[config.mk]
export PLATFORM = sky130hd
export DESIGN_NAME = plru_tree
export DESIGN_NICKNAME = d
export VERILOG_FILES = /design/src/rtl/plru_pkg.sv /design/src/rtl/plru_tree_sel.sv /design/src/rtl/plru_tree.sv
export SDC_FILE = /design/constraint.sdc
export NUM_CORES = 1
export LEC_CHECK = 0
export BUFFER_PORTS_ARGS = -buffer_cell sky130_fd_sc_hd__buf_4
export CORE_MARGIN = 10
export CORE_UTILIZATION = 60
export DETAILED_ROUTE_END_ITERATION = 7
export PLACE_DENSITY = 0.77
export RECOVER_POWER = 50
export REMOVE_ABC_BUFFERS = 1
export SLEW_MARGIN = 20
export SYNTH_ARGS = -nofsm -noshare
export SYNTH_HDL_FRONTEND = slang
export SYNTH_HIERARCHICAL = 1
export SYNTH_SLANG_ARGS = --single-unit
[constraint.sdc]
create_clock -name clk -period 9.7 [get_ports clk]
set_input_delay 2.91 -clock clk [delete_from_list [all_inputs] [get_ports clk]]
set_output_delay 2.91 -clock clk [all_outputs]
set_load 0.05 [all_outputs]
[src/rtl/plru_pkg.sv]
// Tree pseudo-LRU helpers: path masks, subtree eligibility and init FSM states.
// Pure functions, sized for the largest tree (16 ways); callers truncate to their width.
package plru_pkg;

    localparam int MAX_WAYS  = 16;
    localparam int MAX_WAY_W = 4;
    localparam int MAX_NODES = MAX_WAYS - 1;
    localparam int MAX_HEAP  = 2 * MAX_WAYS - 1;

    typedef enum logic {
        SWEEP = 1'b0,
        IDLE  = 1'b1
    } init_state_t;

    // Node index visited at level lvl when descending towards way.
    function automatic int path_node(input logic [MAX_WAY_W-1:0] way, input int lvl,
                                     input int way_w);
        int node;
        node = 0;
        for (int l = 0; l < MAX_WAY_W; l++) begin
            if (l < lvl) begin
                node = 2 * node + 1 + int'((way >> (way_w - 1 - l)) & 4'd1);
            end
        end
        return node;
    endfunction

    function automatic logic [MAX_NODES-1:0] path_mask(input logic [MAX_WAY_W-1:0] way,
                                                       input int way_w);
        logic [MAX_NODES-1:0] m;
        m = '0;
        for (int l = 0; l < MAX_WAY_W; l++) begin
            if (l < way_w) m = m | (MAX_NODES'(1) << path_node(way, l, way_w));
        end
        return m;
    endfunction

    // New bit for each path node: points away from the touched way.
    function automatic logic [MAX_NODES-1:0] path_value(input logic [MAX_WAY_W-1:0] way,
                                                        input int way_w);
        logic [MAX_NODES-1:0] v;
        v = '0;
        for (int l = 0; l < MAX_WAY_W; l++) begin
            if (l < way_w && ((way >> (way_w - 1 - l)) & 4'd1) == 4'd0) begin
                v = v | (MAX_NODES'(1) << path_node(way, l, way_w));
            end
        end
        return v;
    endfunction

    // Heap-ordered vector: internal nodes first, then leaf for way w at NODE_N + w.
    // Bit set when the subtree below that entry holds at least one masked-in way.
    function automatic logic [MAX_HEAP-1:0] subtree_elig(input logic [MAX_WAYS-1:0] mask,
                                                         input int way_w);
        logic [MAX_HEAP-1:0] r;
        r = '0;
        for (int d = 0; d <= MAX_WAY_W; d++) begin
            for (int j = 0; j < MAX_WAYS; j++) begin
                if (d <= way_w && j < (1 << d)) begin
                    for (int w = 0; w < MAX_WAYS; w++) begin
                        if (w < (1 << way_w) && mask[w] && (w >> (way_w - d)) == j) begin
                            r = r | (MAX_HEAP'(1) << ((1 << d) - 1 + j));
                        end
                    end
                end
            end
        end
        return r;
    endfunction

endpackage

[src/rtl/plru_tree_sel.sv]
// Victim selection for one PLRU tree: lowest invalid eligible way, else a tree walk
// steered around fully disabled subtrees. Combinational, no backpressure.
module plru_tree_sel
    import plru_pkg::*;
#(
    parameter int  N_WAYS = 4,
    localparam int WAY_W  = $clog2(N_WAYS),
    localparam int NODE_N = N_WAYS - 1
) (
    input  logic [NODE_N-1:0] node_bits,
    input  logic [N_WAYS-1:0] way_valid,
    input  logic [N_WAYS-1:0] way_disable,
    output logic [WAY_W-1:0]  way,
    output logic              valid
);

    logic [N_WAYS-1:0]   elig;
    logic [N_WAYS-1:0]   inv;
    logic [MAX_HEAP-1:0] sub_ok;
    logic [WAY_W-1:0]    inv_way;
    logic [WAY_W-1:0]    tree_way;
    logic                go_right;
    logic                left_ok;
    logic                right_ok;
    int                  node;

    always_comb begin
        elig   = ~way_disable;
        inv    = elig & ~way_valid;
        sub_ok = subtree_elig(MAX_WAYS'(elig), WAY_W);

        inv_way = '0;
        for (int i = N_WAYS - 1; i >= 0; i--) begin
            if (inv[i]) inv_way = WAY_W'(i);
        end

        tree_way = '0;
        node     = 0;
        go_right = 1'b0;
        left_ok  = 1'b0;
        right_ok = 1'b0;
        for (int l = 0; l < WAY_W; l++) begin
            go_right = |(node_bits & (NODE_N'(1) << node));
            left_ok  = |(sub_ok & (MAX_HEAP'(1) << (2 * node + 1)));
            right_ok = |(sub_ok & (MAX_HEAP'(1) << (2 * node + 2)));
            if (go_right && !right_ok) begin
                go_right = 1'b0;
            end else if (!go_right && !left_ok) begin
                go_right = 1'b1;
            end
            tree_way = (tree_way << 1) | WAY_W'(go_right);
            node     = go_right ? 2 * node + 2 : 2 * node + 1;
        end

        valid = |elig;
        if (!valid) begin
            way = '0;
        end else if (|inv) begin
            way = inv_way;
        end else begin
            way = tree_way;
        end
    end

endmodule

[src/rtl/plru_tree.sv]
// Per-set tree PLRU state with touch-to-MRU update, victim select and clear sweep.
// Touch visible next cycle, alloc combinational; touches dropped while sweeping or flushing.
module plru_tree
    import plru_pkg::*;
#(
    parameter int  N_WAYS = 4,
    parameter int  N_SETS = 64,
    localparam int WAY_W  = $clog2(N_WAYS),
    localparam int SET_W  = $clog2(N_SETS),
    localparam int NODE_N = N_WAYS - 1
) (
    input  logic              clk,
    input  logic              rst,
    input  logic              flush_i,
    output logic              init_done_o,
    input  logic              touch_valid_i,
    input  logic [SET_W-1:0]  touch_set_i,
    input  logic [WAY_W-1:0]  touch_way_i,
    input  logic [SET_W-1:0]  alloc_set_i,
    input  logic [N_WAYS-1:0] way_valid_i,
    input  logic [N_WAYS-1:0] way_disable_i,
    output logic              alloc_valid_o,
    output logic [WAY_W-1:0]  alloc_way_o
);

    logic [NODE_N-1:0] state_mem [N_SETS];
    init_state_t       st;
    logic [SET_W-1:0]  cnt;
    logic              touch_en;
    logic [NODE_N-1:0] touch_mask;
    logic [NODE_N-1:0] touch_val;
    logic [WAY_W-1:0]  sel_way;
    logic              sel_valid;

    assign init_done_o = (st == IDLE) && !rst;
    assign touch_en    = touch_valid_i && init_done_o && !flush_i;
    assign touch_mask  = NODE_N'(path_mask(MAX_WAY_W'(touch_way_i), WAY_W));
    assign touch_val   = NODE_N'(path_value(MAX_WAY_W'(touch_way_i), WAY_W));

    always_ff @(posedge clk) begin
        if (rst) begin
            st  <= SWEEP;
            cnt <= '0;
        end else if (flush_i) begin
            st  <= SWEEP;
            cnt <= '0;
        end else if (st == SWEEP) begin
            if (cnt == SET_W'(N_SETS - 1)) begin
                st  <= IDLE;
                cnt <= '0;
            end else begin
                cnt <= cnt + 1'b1;
            end
        end
    end

    // Storage has no reset so it maps onto SRAM; touches use per-bit write enables.
    always_ff @(posedge clk) begin
        if (st == SWEEP) begin
            state_mem[cnt] <= '0;
        end else if (touch_en) begin
            for (int n = 0; n < NODE_N; n++) begin
                if (touch_mask[n]) state_mem[touch_set_i][n] <= touch_val[n];
            end
        end
    end

    plru_tree_sel #(
        .N_WAYS (N_WAYS)
    ) u_sel (
        .node_bits   (state_mem[alloc_set_i]),
        .way_valid   (way_valid_i),
        .way_disable (way_disable_i),
        .way         (sel_way),
        .valid       (sel_valid)
    );

    assign alloc_valid_o = sel_valid && init_done_o;
    assign alloc_way_o   = init_done_o ? sel_way : '0;

endmodule

Word-level counts from Yosys, hierarchy flattened. Memories as Yosys holds them, arrays and structs flattened. Index checks and enable logic that the tools add are counted.

$add $sub $neg: 4. Equality and inequality tests: 1. Shift operators: 5. Muxes and demuxes: 45. Bitwise gates (word level): 8. Reduce and logical (&&, ||, !) cells: 25.

Operators by type and width (count): 1-bit by 32-bit left shift with 3-bit output (first input constant) (2); 1-bit by 32-bit left shift with 31-bit output (first input constant) (2); 31-bit AND (2); 31-bit OR reduction (2); 32-bit two-way mux (1); 1-bit two-way mux (23); 2-bit two-way mux (10); 6-bit two-way mux (3); 3-bit two-way mux (5); 1-bit logical AND (8); 1-bit zero test (8); 4-bit zero test (2); 4-bit inverter (2); 4-bit OR reduction (2); 7-bit two-way mux (1); 6-bit by 1-bit adder with 6-bit output (second input constant) (1); 6-bit equality test (second input constant) (1); 3-bit OR reduction (2); 5-bit two-way mux (1); 3-bit by 1-bit adder with 4-bit output (second input constant) (1); 3-bit by 2-bit adder with 4-bit output (second input constant) (1); 4-bit AND (1); 4-bit two-way mux (1); 3-bit AND (1); 5 further kinds (5).

Register bits after elaboration: 7. Bits in writable memories: 192. Input bits: 26. Output and inout port bits: 4. Memories: 1.

Memory list: state_mem (words 64, width 3, read ports 1, clocked after memory_dff 0, write ports 1, RTL line plru_tree.sv:26) `logic [NODE_N-1:0] state_mem [N_SETS];`.

Logic depth before layout (Yosys ltp).
Depth in word-level cells: 30. Gate-level depth with buffers: 11. Depth with buffers taken out: 8.

Hierarchy. Netlist, hierarchy kept.

Modules (own cells, without submodules): plru_tree (instances 1, cells each 643, area each 9138.8 um^2); plru_tree_sel (instances 1, cells each 18, area each 106.4 um^2).

Worst setup path after synthesis. Ideal clock, no wire load.

Path kind: input-to-output. Start point: in alloc_set_i[1]. End point: out alloc_way_o[0]. Data arrival time: 5.238 ns. Path slack: 1.552 ns. Stages on the path: 10. Buffers on the path: 2. Cell sequence: buf_2 > buf_2 > mux4_2 > o221ai_1 > o21ai_0 > a32o_1 > nand2b_1 > a221o_1 > a31oi_1 > and2_1.

Longest elaborated chain between the ends: 18. Elaborated cells between the ends (all ways): 29. Classes of those cells: add/sub: 2; shift: 3; mux: 8; bitwise: 4; reduce/logical: 11; memory: 1.

Ends and longest elaborated chain: from (decl) (RTL line plru_tree.sv:19) `input logic [SET_W-1:0] alloc_set_i,`; memory read 64 x 3 bit (*); 1-bit zero test (RTL line plru_tree_sel.sv:48) `end else if (!go_right && !left_ok) begin`; 1-bit logical AND (RTL line plru_tree_sel.sv:48); 1-bit two-way mux (RTL line plru_tree_sel.sv:48); 1-bit two-way mux (RTL line plru_tree_sel.sv:46) `if (go_right && !right_ok) begin`; 2-bit two-way mux (RTL line plru_tree_sel.sv:52) `node = go_right ? 2 * node + 2 : 2 * node + 1;`; 3-bit by 1-bit adder with 4-bit output; 1-bit by 32-bit left shift with 31-bit output (RTL line plru_tree_sel.sv:44) `left_ok = |(sub_ok & (MAX_HEAP'(1) << (2 * node + 1)));`; (+3 left out); 1-bit logical AND (RTL line plru_tree_sel.sv:48); 1-bit two-way mux (RTL line plru_tree_sel.sv:48); 1-bit two-way mux (*) (RTL line plru_tree_sel.sv:46); 2-bit by 1-bit bitwise OR with 2-bit output (*) (RTL line plru_tree_sel.sv:51) `tree_way = (tree_way << 1) | WAY_W'(go_right);`; 2-bit two-way mux (*) (RTL line plru_tree_sel.sv:58) `end else if (|inv) begin`; 2-bit two-way mux (*) (RTL line plru_tree_sel.sv:56) `if (!valid) begin`; named net sel_way[0] (RTL line plru_tree.sv:32) `logic [WAY_W-1:0] sel_way;`; 2-bit two-way mux (*) (RTL line plru_tree.sv:79) `assign alloc_way_o = init_done_o ? sel_way : '0;`; to (decl) (RTL line plru_tree.sv:23) `output logic [WAY_W-1:0] alloc_way_o`.

Mark *: on every way through the listed nets, which the timed path passes. The rest lies on a longest branch.

Final worst setup path.
Start point: in alloc_set_i[0]. End point: out alloc_way_o[0].

Same word-level chain as after synthesis.

==> impl_metrics.py <==
metrics = {
    "clocking": {
        "cts_setup_buffers": 0,
        "path_clk_slew_ns": 0.07,
        "clock-sinks": 199,
        "ctsResizeCount": 0,
        "cts_tree": "yes",
        "root_buffer": "clkbuf_16",
        "htreeDepth": 4,
        "cts_hold_buf": 0,
        "clk_latency_ns": 0.44,
        "cts_buffers": 17,
        "cts_buffer_depth": 2,
    },
    "drt": {
        "ant_nets": 0,
        "drc": 0,
        "drt_iter0_markers": 848,
        "via_count": 5765,
        "first_pass_iters": 5,
        "vias_per_cell": 6.60,
        "drt_wl_total_um": 20500,
        "routedWlPerCell_um": 23.4,
    },
    "die": {
        "start_util_pct": 61.0,
        "ios": 30,
        "coreArea_um2": 15100,
        "die_area_um2": 20800,
        "core.rowCount": 45,
        "die_height_um": 144,
        "die_w_um": 144,
    },
    "run_status": {
        "violations": "max-capacitance violations, max-slew violations",
        "outcome": "complete, but fails checks",
    },
    "global_routing": {
        "grt_pass1_wl_um": 32100,
        "grt_pass1_vias": 5826,
        "grt_overflow": 0,
        "antenna_found_initial": 0,
        "grt_max_degree": 65,
        "track_usage_pct": 20.8,
    },
    "worst_setup_path": {
        "cp.arrival_ns": 5.82,
        "required_ns": 6.79,
        "r2r_slack_ns": 5.88,
        "cp_slowest_cell": "buf_4",
        "setup.worst_path.end_class": "primary output",
        "cpPeakStageDelay_ns": 0.59,
        "worstPathCellList": "buf_4, nor3b_1, a221oi_1, o211ai_1, a32o_1, nand2b_1, a221o_1, a31oi_1, and2_1, buf_4",
        "cpMostUsedCell": "buf_4",
        "path_max_fanout": 40,
        "path_class": "in2out",
        "critPathLaunchType": "input port",
        "reg2reg_depth": 3,
    },
    "synth": {
        "ys_seq_area_share_pct": 63.9,
        "synthCells": 661,
        "netlist_area_um2": 9250,
        "synthDistinctLibCells": 49,
        "yosysWarningCount": 6,
        "synth_area_per_cell_um2": 14.0,
        "synth-seq-cells": 199,
    },
    "place": {
        "port_buffers": 29,
        "place_congestion": 0.827,
        "place_area_um2": 9520,
        "hpwl_um": 12800,
    },
    "power": {
        "power_density_nw_per_um2": 172,
        "power_leakage_nw": 3.26,
        "vdd_drop_max_v": 0.000126,
    },
    "job": {
        "max_cap_viol_count": 3,
    },
    "cells_and_area": {
        "n_antenna_cell": 0,
        "areaGrowthSynthToFinish_pct": 9.35,
        "final_common_cell": "nor2_1",
        "finalInstanceArea_um2": 10100,
        "layout.nets": 700,
        "drive_gt1_share_pct": 20.7,
        "final_cell_mix": "nor2_1 (205), edfxtp_1 (192), mux4_2 (45)",
    },
    "sta": {
        "finalCritPeriodShare_pct": 90.0,
        "tns_ns": 0,
        "maxSlewViolCount": 153,
        "fmax_mhz": 115,
        "final.setup_skew_ns": 0.00853,
        "timing.hold.ws_ns": 0.610,
        "relSlewSlack_pct": -59.0,
        "setup-violations-final": 0,
        "grt_setup_unrepaired": "no",
        "finalHoldViolations": 0,
        "period_minus_slack_ns": 8.73,
        "worst_slew_pin_slew_ns": 2.38,
    },
    "worst_hold_path": {
        "hp-class": "reg2reg",
        "hold_depth": 2,
    },
}
==> stage by stage <==
stage / power (W) / util, % / std cells / setup slack (ns)
final: 0.00174 / 66.7 / 874 / 0.968
after global routing: 0.00178 / 66.7 / 874 / 0.742
after CTS: 0.00174 / 66.9 / 873 / 0.957
after detailed placement: 0.00103 / 62.9 / 841 / 0.979
after global placement: 0.00102 / 62.9 / 841 / 1.02
after floorplan: 0.000987 / - / 621 / 1.91
==> registers in the layout, indices dropped and copies added, names as in the netlist <==
| signal | count |
|---|---|
| cnt | 6 |
| state_mem | 192 |
| st | 1 |
==> layout make-up <==
class | count | area [um2]
timing repair buffer | 33 | 233
clock buffer | 17 | 425
clock inverter | 15 | 190
fill | 1060 | 5040
sequential | 199 | 5910
multi-input combinational | 419 | 3110
tap | 188 | 235
inverter | 3 | 11.3
==> report_power, final <==
group / internal, W / switching (W)
Combinational: 0.0000297 / 0.0000476
Clock: 0.000412 / 0.000321
Sequential: 0.000929 / 0.00000126
==> routing by layer <==
layer	wire [um]	global-route usage, %	vias up	share of wire, %
met2	10100	34.3	301	50
li1	-	-	2523	-
met5	0	0	-	0
met1	7980	26.8	2901	39
met3	1870	4.43	40	9.1
met4	472	7.66	0	2.3
==> cells in the mapped netlist (all sizes together) <==
| cell | instances | share of area (%) |
|---|---|---|
| edfxtp | 192 | 62 |
| nand3b | 1 | 0.081 |
| mux2i | 15 | 2.1 |
| clkbuf | 6 | 0.24 |
| a22oi | 1 | 0.081 |
| xnor2 | 2 | 0.19 |
| nand4b | 1 | 0.095 |
| dfxtp | 7 | 1.5 |
| inv | 3 | 0.12 |
| or3b | 2 | 0.19 |
| nand2 | 22 | 0.89 |
| nand4 | 27 | 2.7 |
| a32o | 3 | 0.32 |
| o221ai | 6 | 0.57 |
| and3 | 1 | 0.068 |
| a21o | 1 | 0.081 |
| mux2 | 11 | 1.5 |
| a221oi | 3 | 0.28 |
| ha | 1 | 0.14 |
| or2 | 1 | 0.068 |
| nand3 | 17 | 1.1 |
| xor2 | 3 | 0.28 |
| o22ai | 7 | 0.47 |
| nand4bb | 1 | 0.12 |
| and2 | 3 | 0.20 |
| nor2b | 2 | 0.14 |
| mux4 | 45 | 11 |
| o311ai | 1 | 0.095 |
| nor3b | 4 | 0.32 |
| a31oi | 5 | 0.34 |
| and4bb | 1 | 0.14 |
| a21boi | 1 | 0.081 |
| o21ai | 7 | 0.38 |
| or3 | 1 | 0.068 |
| o211ai | 4 | 0.32 |
| buf | 34 | 2.1 |
| nor2 | 205 | 8.3 |
| nand2b | 7 | 0.47 |
| a221o | 1 | 0.11 |
| nor3 | 6 | 0.32 |
==> worst max-delay path, delay by kind of cell <==
family / cells / cell delay [ns]
and+or+nand+nor: 3 / 0.84
buffers and inverters: 2 / 0.78
AOI/OAI and AO/OA: 5 / 1.27
==> cell families after synthesis <==
kind of cell	Yosys count	share of synthesized area [%]
DFF	199	63.9
adders and majority gates	1	0.135
and+or+nand+nor	302	15.3
xor gates and xnor gates	5	0.474
AOI/OAI and AO/OA	40	3.14
muxes	71	14.5
buffers and inverters	43	2.49
==> worst paths after layout <==
kind	from	endpoint
setup / recovery	alloc_set_i[0]	alloc_way_o[0]
setup reg to reg	st	state_mem[16][2]
hold reg to reg	cnt[5]	cnt[5]
hold / removal	cnt[5]	cnt[5]
(Power assumes the default switching activity.)
